`config.mk`:
```
export PLATFORM = sky130hd
export DESIGN_NAME = div_unit
export DESIGN_NICKNAME = d
export VERILOG_FILES = /design/src/rtl/div_pkg.sv /design/src/rtl/div_step.sv /design/src/rtl/div_unit.sv
export SDC_FILE = /design/constraint.sdc
export NUM_CORES = 1
export LEC_CHECK = 0
export CORE_AREA = 5 5 156 158
export CTS_CLUSTER_SIZE = 20
export DETAILED_ROUTE_END_ITERATION = 16
export DIE_AREA = 0 0 161 163
export GPL_TIMING_DRIVEN = 0
export PLACE_DENSITY = 0.78
export SLEW_MARGIN = 20
export SYNTH_ARGS = -nofsm -noshare
export SYNTH_HDL_FRONTEND = slang
export SYNTH_SLANG_ARGS = --single-unit
```
`constraint.sdc`:
```
create_clock -name clk -period 3.99 [get_ports clk]
set_clock_uncertainty 0.05 [all_clocks]
set_input_delay 0.9975 -clock clk [delete_from_list [all_inputs] [get_ports clk]]
set_output_delay 0.9975 -clock clk [all_outputs]
set_load 0.05 [all_outputs]
```
`src/rtl/div_pkg.sv`:
```
// div_pkg: shared types for the iterative divider.
// Result fields are sized for the widest legal WIDTH.
package div_pkg;

  localparam int MAX_W = 64;

  typedef enum logic [1:0] {
    IDLE,
    CALC,
    FIX,
    DONE
  } div_state_t;

  typedef struct packed {
    logic [MAX_W-1:0] quotient;
    logic [MAX_W-1:0] remainder;
    logic             error;
  } div_res_t;

endpackage

```
`src/rtl/div_step.sv`:
```
// div_step: one restoring radix-2 division iteration.
// Shifts in a dividend bit, subtracts if it fits.
module div_step #(
  parameter int WIDTH = 32
) (
  input  logic [WIDTH-1:0] rem_in,
  input  logic [WIDTH-1:0] den,
  input  logic             bit_in,
  output logic [WIDTH-1:0] rem_out,
  output logic             q_bit
);

  logic [WIDTH:0] shifted;
  logic [WIDTH:0] diff;

  assign shifted = {rem_in, bit_in};
  assign diff    = shifted - {1'b0, den};

  // a clear top bit means no borrow: the divisor fits
  assign q_bit   = ~diff[WIDTH];
  assign rem_out = q_bit ? diff[WIDTH-1:0]
                         : shifted[WIDTH-1:0];

endmodule

```
`src/rtl/div_unit.sv`:
```
// div_unit: iterative signed/unsigned divider, one bit per cycle.
// DIV_EARLY_OUT_EN: divide-by-zero and overflow skip the iterations.
module div_unit
  import div_pkg::*;
#(
  parameter int WIDTH = 32,
  parameter int CNT_W = $clog2(WIDTH + 1)
) (
  input  logic             clk,
  input  logic             clr,
  input  logic             in_valid,
  output logic             in_ready,
  input  logic [WIDTH-1:0] nume,
  input  logic [WIDTH-1:0] den,
  input  logic             is_signed,
  output logic             out_valid,
  input  logic             out_ready,
  output logic [WIDTH-1:0] quotient,
  output logic [WIDTH-1:0] remainder,
  output logic             error,
  output logic             busy
);

  localparam logic [WIDTH-1:0] MIN_V =
    {1'b1, {(WIDTH-1){1'b0}}};
  localparam logic [WIDTH-1:0] ONES = '1;

  div_state_t       state;
  div_state_t       state_d;
  logic [CNT_W-1:0] cnt;
  logic [WIDTH-1:0] qs;
  logic [WIDTH-1:0] rs;
  logic [WIDTH-1:0] dm;
  logic [WIDTH-1:0] nr;
  logic             neg_q;
  logic             neg_r;
  logic             dz;
  logic             ovf;
  div_res_t         res;

  logic             accept;
  logic             early;
  logic             n_neg;
  logic             d_neg;
  logic [WIDTH-1:0] n_mag;
  logic [WIDTH-1:0] d_mag;
  logic             dz_in;
  logic             ovf_in;
  logic [WIDTH-1:0] step_rem;
  logic             step_q;
  logic [WIDTH-1:0] q_fix;
  logic [WIDTH-1:0] r_fix;

  // upper result bits beyond WIDTH are intentionally unread
  logic [$bits(div_res_t)-1:0] res_unused;
  assign res_unused = res;

  function automatic div_res_t fix_res(
    input logic             f_dz,
    input logic             f_ovf,
    input logic [WIDTH-1:0] f_n,
    input logic [WIDTH-1:0] f_q,
    input logic [WIDTH-1:0] f_r
  );
    div_res_t o;
    o = '0;
    if (f_dz) begin
      o.quotient  = MAX_W'(ONES);
      o.remainder = MAX_W'(f_n);
      o.error     = 1'b1;
    end else if (f_ovf) begin
      o.quotient  = MAX_W'(f_n);
    end else begin
      o.quotient  = MAX_W'(f_q);
      o.remainder = MAX_W'(f_r);
    end
    return o;
  endfunction

  assign accept = in_valid && in_ready;
  assign n_neg  = is_signed && nume[WIDTH-1];
  assign d_neg  = is_signed && den[WIDTH-1];
  assign n_mag  = n_neg ? -nume : nume;
  assign d_mag  = d_neg ? -den : den;
  assign dz_in  = (den == '0);
  assign ovf_in = is_signed
               && (nume == MIN_V)
               && (den == ONES);

`ifdef DIV_EARLY_OUT_EN
  assign early = dz_in || ovf_in;
`else
  assign early = 1'b0;
`endif

  assign q_fix = neg_q ? -qs : qs;
  assign r_fix = neg_r ? -rs : rs;

  div_step #(
    .WIDTH (WIDTH)
  ) u_step (
    .rem_in  (rs),
    .den     (dm),
    .bit_in  (qs[WIDTH-1]),
    .rem_out (step_rem),
    .q_bit   (step_q)
  );

  assign in_ready  = (state == IDLE);
  assign busy      = (state != IDLE);
  assign out_valid = (state == DONE);
  assign quotient  = res.quotient[WIDTH-1:0];
  assign remainder = res.remainder[WIDTH-1:0];
  assign error     = res.error;

  // state register, clr wins over any handshake
  always_ff @(posedge clk) begin
    if (clr) begin
      state <= IDLE;
    end else begin
      state <= state_d;
    end
  end

  // next-state decode
  always_comb begin
    state_d = state;
    unique case (state)
      IDLE: begin
        if (accept) begin
          state_d = early ? DONE : CALC;
        end
      end
      CALC: begin
        if (cnt == CNT_W'(1)) begin
          state_d = FIX;
        end
      end
      FIX: begin
        state_d = DONE;
      end
      DONE: begin
        if (out_ready) begin
          state_d = IDLE;
        end
      end
      default: begin
        state_d = IDLE;
      end
    endcase
  end

  // operand capture, iteration and sign fix-up
  always_ff @(posedge clk) begin
    if (clr) begin
      cnt   <= '0;
      qs    <= '0;
      rs    <= '0;
      dm    <= '0;
      nr    <= '0;
      neg_q <= 1'b0;
      neg_r <= 1'b0;
      dz    <= 1'b0;
      ovf   <= 1'b0;
      res   <= '0;
    end else begin
      if (accept) begin
        cnt   <= CNT_W'(WIDTH);
        qs    <= n_mag;
        rs    <= '0;
        dm    <= d_mag;
        nr    <= nume;
        neg_q <= n_neg ^ d_neg;
        neg_r <= n_neg;
        dz    <= dz_in;
        ovf   <= ovf_in;
        if (early) begin
          res <= fix_res(dz_in, ovf_in, nume,
                         '0, '0);
        end
      end
      if (state == CALC) begin
        cnt <= cnt - CNT_W'(1);
        qs  <= {qs[WIDTH-2:0], step_q};
        rs  <= step_rem;
      end
      if (state == FIX) begin
        res <= fix_res(dz, ovf, nr,
                       q_fix, r_fix);
      end
    end
  end

endmodule

```
==> results of run 1 <==
[power groups by stage]
| stage | Combinational (uW) | Clock, uW | Sequential (uW) |
|---|---|---|---|
| after floorplan | 3000 | 0 | 3320 |
| after CTS | 4750 | 2040 | 3040 |
| final | 4830 | 2030 | 3070 |
| after global routing | 5240 | 2120 | 3110 |
| after global placement | 4630 | 0 | 3060 |
| after detailed placement | 4710 | 0 | 3080 |
[worst paths after layout]
| kind | endpoint | start | cells after the start | slack (ns) |
|---|---|---|---|---|
| hold reg to reg | dm[31] | dm[31] | 2 | 0.41 |
| setup reg to reg | rs[28] | rs[22] | 12 | 0.46 |
| hold / removal | dm[31] | dm[31] | 2 | 0.41 |
| setup / recovery | qs[29] | nume[13] | 11 | 0.21 |
[logic make-up (layout without fill, tap and decap cells)]
kind of cell / after synthesis / after routing / synth area share (%)
XOR/XNOR: 139 / 139 / 9.93
AO/OA/AOI/OAI: 454 / 454 / 24.2
multiplexers: 52 / 52 / 4.25
buffers and inverters: 168 / 344 / 5.19
flip-flops: 205 / 205 / 33.3
AND/OR/NAND/NOR: 504 / 504 / 18.7
adder cells (fa/ha/maj): 44 / 44 / 4.52
[layer usage]
layer	wire length (um)	GRT usage, %	share of wire [%]	vias up
li1	-	-	-	5942
met1	17500	41.8	41	5951
met2	18500	49.2	44	747
met3	3730	4.23	8.8	122
met4	2590	17.6	6.1	0
met5	0	0	0	-
[metrics by stage]
stage	total power (uW)	hold WS, ns	utilization [%]	cells
floorplan	6310	0.382	-	1566
global placement	7690	0.395	61.2	1992
detailed placement	7790	0.405	61.2	1992
CTS	9820	0.413	64.3	2032
global route	10500	0.440	64.4	2032
finish	9920	0.410	64.4	2032
[placed cells by master (no fill, tap or decap), types with 31 or more instances in the layout]
cell type        synthesis  layout
dfxtp_1                205     205
nor2_1                 195     195
nand2_1                164     164
clkdlybuf4s50_1          0     136
a21oi_1                133     133
o21ai_0                 92      92
xnor2_1                 90      90
clkbuf_1                78      85
a211oi_1                75      75
inv_1                   69      69
mux2i_1                 49      49
xor2_1                  48      48
ha_1                    43      43
a222oi_1                31      31
[cells in the mapped netlist (3+ instances only)]
cell / n / area [um^2]
o21a_1: 4 / 30.0
ha_1: 43 / 538
nor4_1: 10 / 62.6
or4_1: 15 / 113
a32oi_1: 7 / 61.3
o31ai_1: 24 / 180
a21oi_1: 133 / 666
or3_1: 18 / 113
nand2_1: 164 / 616
xor2_1: 48 / 420
nor3_1: 21 / 105
nand2b_1: 15 / 93.8
or3_2: 3 / 22.5
mux2_2: 3 / 33.8
o211ai_1: 7 / 52.6
a31oi_1: 8 / 50.1
nor2_1: 195 / 732
a311oi_1: 14 / 123
and3_1: 3 / 18.8
xnor2_1: 90 / 788
a222oi_1: 31 / 310
nor4_2: 3 / 37.5
a211oi_1: 75 / 563
nand3_1: 14 / 70.1
o41ai_1: 10 / 87.6
o21ai_0: 92 / 460
inv_1: 69 / 259
mux2i_1: 49 / 490
clkbuf_1: 78 / 293
o22ai_1: 9 / 56.3
buf_1: 16 / 60.1
a21o_1: 13 / 97.6
and2_1: 8 / 50.1
nor2b_1: 6 / 37.5
dfxtp_1: 205 / 4100
o21ai_1: 6 / 30.0
nand4_1: 10 / 62.6
[tightest hold or removal path, cell delays in order (launching register included)]
cell and delay [ns]:
dfxtp_1 0.30, nand2_1 0.05, a21oi_1 0.05
[state kept, by name, indices dropped and copies added, names as in the netlist]
| signal | cells |
|---|---|
| dz | 1 |
| qs | 32 |
| nr | 32 |
| dm | 32 |
| quotient | 32 |
| error | 1 |
| state | 2 |
| rs | 32 |
| ovf | 1 |
| cnt | 6 |
| neg_q | 1 |
| neg_r | 1 |
| remainder | 32 |
[area by class of cell]
type / instances / area (um^2) / share of cell area, %
flip-flops and latches: 205 / 4100 / 27.7
multi-input cells: 1193 / 7610 / 51.5
well taps: 290 / 363 / 2.45
repair buffers: 136 / 1360 / 9.20
plain buffers: 98 / 378 / 2.55
clock buffers: 36 / 684 / 4.63
clock inverters: 4 / 25.0 / 0.169
inverters: 70 / 263 / 1.78
[repair_timing]
item                       CTS  global route
hold buffers                 0             0
setup endpoints to repair    2             6
buffers inserted             0             0
hold endpoints to repair     0             0
resized for setup            1             2
==> results.cfg, run 1 <==
[finish]
n_antenna_cell = 0
synthToLayoutAreaGrowth_pct = 19.9
drive_gt1_share_pct = 3.85
nFillCells = 1997
stdcell_area_um2 = 14800
finalNetCount = 1840

[cts]
clk_pin_slew_worst_paths_ns = 0.06
clk_latency_ns = 0.52
cts_root_buffer = clkbuf_16
clockBufferDepth = 3
cts_max_level = 1
numCtsBuffers = 23
cts_tree = built
cts_num_sinks = 205

[global_route]
grt_util_all_layers_pct = 31.3
first_global_vias = 12036
grt_pass1_wl_um = 66200
grt_max_degree = 13
antenna_found_initial = 0
overflow = 0

[placed_design]
gp_congestion = 0.979
port_buffers = 136
dpl_cell_area_um2 = 14100
dp_slack_ns = -0.540
hpwl_um = 32800

[drt]
drt_iter0_drc = 1405
dr.pass1.iters = 9
postRouteAntennaNets = 0
viasPerCell = 6.28
wl_per_cell_um = 20.8
totalWireLength_um = 42300
drc = 0
via_count = 12762

[floorplan]
die_area_um2 = 26200
ios = 137
initial_core_util_pct = 53.7
rows = 56
die_h_um = 163
dieWidth_um = 161
core-area_um2 = 23000

[flow_run]
maxCapViolations = 0

[power]
p_comb_share_pct = 48.7
p_sw_share_pct = 45.3
seq_power_share_pct = 30.9
intPower_uw = 5420
ir_worst_vdd_mv = 0.484
powerDensity_nw_per_um2 = 671
clock_power_share_pct = 20.5
p_sw_uw = 4500
power.leakage_uw = 0.00553

[sta]
fin_crit_sh_pct = 94.7
worst_pin_slew_ns = 0.886
hold_viol = 0
setup_ws_ns = 0.210
setup_viol = 0
fin_setup_tns_ns = 0
fmax_ghz = 0.265
slew_viol_final = 0
min_period_ns = 3.78
slew_headroom_pct = 41.0

[logic_synthesis]
syn_area_um2 = 12300
synth_edf_count = 0
ys.flop_type = dfxtp_1
avgSynthCellArea_um2 = 7.88
ys_async_sr_fraction_pct = 0
ys_seq_elements = 205
yosysUniqueCellTypes = 74
yosys_warnings = 0
syn_inst = 1566
ys_seq_area_share_pct = 33.3
syn-num-nets = 1679

[worst_setup_path]
slowest_stage = or4_1
crit_required_ns = 4.40
crit_chain = clkdlybuf4s50_1, or4_1, or3_1, nor3_1, nand2b_1, nor4_4, a21oi_1, xnor2_1, a211oi_1, a21oi_1, nor2_1
cp-start-kind = input port
cpPeakStageDelay_ns = 0.61
worst-path-max-fanout = 7
cpLargestDelayFamily = simple AND/OR/NAND/NOR gates
critPathBufInv = 1
crit_path_frequent_cell = a21oi_1
worstSetupPathType = in -> reg
endpoint_kind = flip-flop
worstPathArrival_ns = 4.19

[hold_path]
min_path_type = reg -> reg

[outcome]
status = complete, no violations
No activity file was read; power rests on OpenSTA's default activity.
==> inputs of run 2 (changes only) <==
Settings changed: SLEW_MARGIN 20 to 10.
==> results of run 2 <==
Same layout as run 1: the final DEF is identical, and so are final timing and power.
==> inputs of run 3 (changes only) <==
Settings changed: CELL_PAD_IN_SITES_DETAIL_PLACEMENT set to 1, CELL_PAD_IN_SITES_GLOBAL_PLACEMENT set to 1, CORE_AREA 5 5 156 158 to 5 5 229 231, DIE_AREA 0 0 161 163 to 0 0 234 236, PLACE_DENSITY 0.78 to not set, PLACE_DENSITY_LB_ADDON set to 0.1.
==> results.cfg, run 3 (same netlist as run 1, synthesis figures left out) <==
[power]
intPower_uw = 6120
power.leakage_uw = 0.00572
p_sw_uw = 4880
powerDensity_nw_per_um2 = 704
seq_power_share_pct = 27.9
clock_power_share_pct = 26.3
ir_worst_vdd_mv = 0.336
p_comb_share_pct = 45.7
p_sw_share_pct = 44.4

[finish]
layout_common_cells = dfxtp_1 (205), nor2_1 (195), nand2_1 (164)
final_core_util_pct = 31.4
finalNetCount = 1845
n_antenna_cell = 0
nFillCells = 6038
synthToLayoutAreaGrowth_pct = 26.8
seqCellArea_um2 = 4100
multi_input_area_um2 = 7610
drive_gt1_share_pct = 4.90
final_common_cell = dfxtp_1

[cts]
cts_max_level = 1
clk_pin_slew_worst_paths_ns = 0.06
numCtsBuffers = 28
clockBufferDepth = 3
cts_root_buffer = clkbuf_16
cts_num_sinks = 205
clk_latency_ns = 0.56
cts_tree = built

[floorplan]
die_area_um2 = 55200
core-area_um2 = 49900
rows = 82
initial_core_util_pct = 24.7
dieWidth_um = 234
ios = 137
die_h_um = 236

[sta]
worst_pin_slew_ns = 0.995
fmax_ghz = 0.265
setup_viol = 0
rsz0062_at_grt = true
slew_viol_final = 0
fin_crit_sh_pct = 94.4
hold_viol = 0
holdWs_ns = 0.422
min_period_ns = 3.77
slew_headroom_pct = 33.7

[global_route]
first_global_vias = 12678
grt_pass1_wl_um = 82400
grt_util_all_layers_pct = 19.4
grt_max_degree = 14
antenna_found_initial = 0
overflow = 0

[placed_design]
port_buffers = 136
hpwl_um = 43900
gp_congestion = 0.824

[hold_path]
min_path_type = reg -> reg

[drt]
wl_per_cell_um = 22.6
drt_iter0_drc = 798
dr.pass1.iters = 6
drc = 0
totalWireLength_um = 54800
postRouteAntennaNets = 0
viasPerCell = 5.08
via_count = 12330

[flow_run]
maxCapViolations = 0

[worst_setup_path]
cp-start-kind = input port
worst-path-max-fanout = 6
crit_required_ns = 4.43
worstSetupPathType = in -> reg
endpoint_kind = flip-flop
worstPathArrival_ns = 4.21

[outcome]
status = complete, no violations
[run 3: changes by cell type in the layout (fill, tap and decap cells not counted)]
cell	previous run	this run
clkbuf_1	85	78
clkinv_2	2	6
bufinv_16	0	6
clkbuf_16	23	29
clkbuf_8	6	9
[run 3: final timing paths]
kind,startpoint,endpoint,slack (ns),depth (start not counted)
worst max-delay path,nume[0],qs[26],0.22,12
worst min-delay path,dm[31],dm[31],0.42,2
worst max register to register,state[0],quotient[13],0.31,7
worst min register to register,dm[31],dm[31],0.42,2
[run 3: area by class of cell]
type,count,share of cell area (%)
sequential,205,26.3
tap,672,5.38
buffer,98,2.42
multi-input combinational,1193,48.7
inverter,70,1.68
clock inverter,14,1.44
timing repair buffer,136,8.71
clock buffer,38,5.43
[run 3: worst max-delay path: stages]
cell	delay, ns
clkdlybuf4s50_1	0.50
inv_1	0.10
ha_1	0.18
nor3b_1	0.50
and3b_1	0.41
nand2_1	0.24
nor4_4	0.53
a21oi_1	0.17
xnor2_1	0.16
a211oi_1	0.25
a21oi_1	0.07
nor2_1	0.11
[run 3: through the flow]
| stage | power [uW] | std cells | cell area, um^2 | TNS (ns) | setup slack [ns] |
|---|---|---|---|---|---|
| after floorplan | 6310 | 1566 | 12300 | 0 | 0.540 |
| after global placement | 8120 | 2374 | 14500 | -10.52 | -0.856 |
| after detailed placement | 8180 | 2374 | 14500 | -9.86 | -0.887 |
| after CTS | 11100 | 2426 | 15600 | 0 | 0.102 |
| after global routing | 11700 | 2426 | 15600 | -0.0159 | -0.0159 |
| final | 11000 | 2426 | 15600 | 0 | 0.222 |
[run 3: layer usage]
layer / up-vias / part of all wire, % / GRT usage (%)
met5: - / 0 / 0
met4: 0 / 3.5 / 6.51
met3: 67 / 4.3 / 2.24
met2: 282 / 46 / 31.8
met1: 6020 / 46 / 26.4
li1: 5961 / - / -
[run 3: repair_timing]
action | 4_1_cts | 5_1_grt
hold buffers | 0 | 0
setup buffers | 0 | 0
resized for setup | 1 | 2
setup endpoints to repair | 3 | 7
cloned | 0 | 0
[run 3: power by group through the flow]
stage | Clock, uW | Sequential [uW] | Combinational [uW]
3_5_place_dp | 0 | 3120 | 5060
2_1_floorplan | 0 | 3320 | 3000
5_1_grt | 3060 | 3130 | 5550
4_1_cts | 2980 | 3070 | 5080
3_3_place_gp | 0 | 3110 | 5010
6_report | 2900 | 3070 | 5030
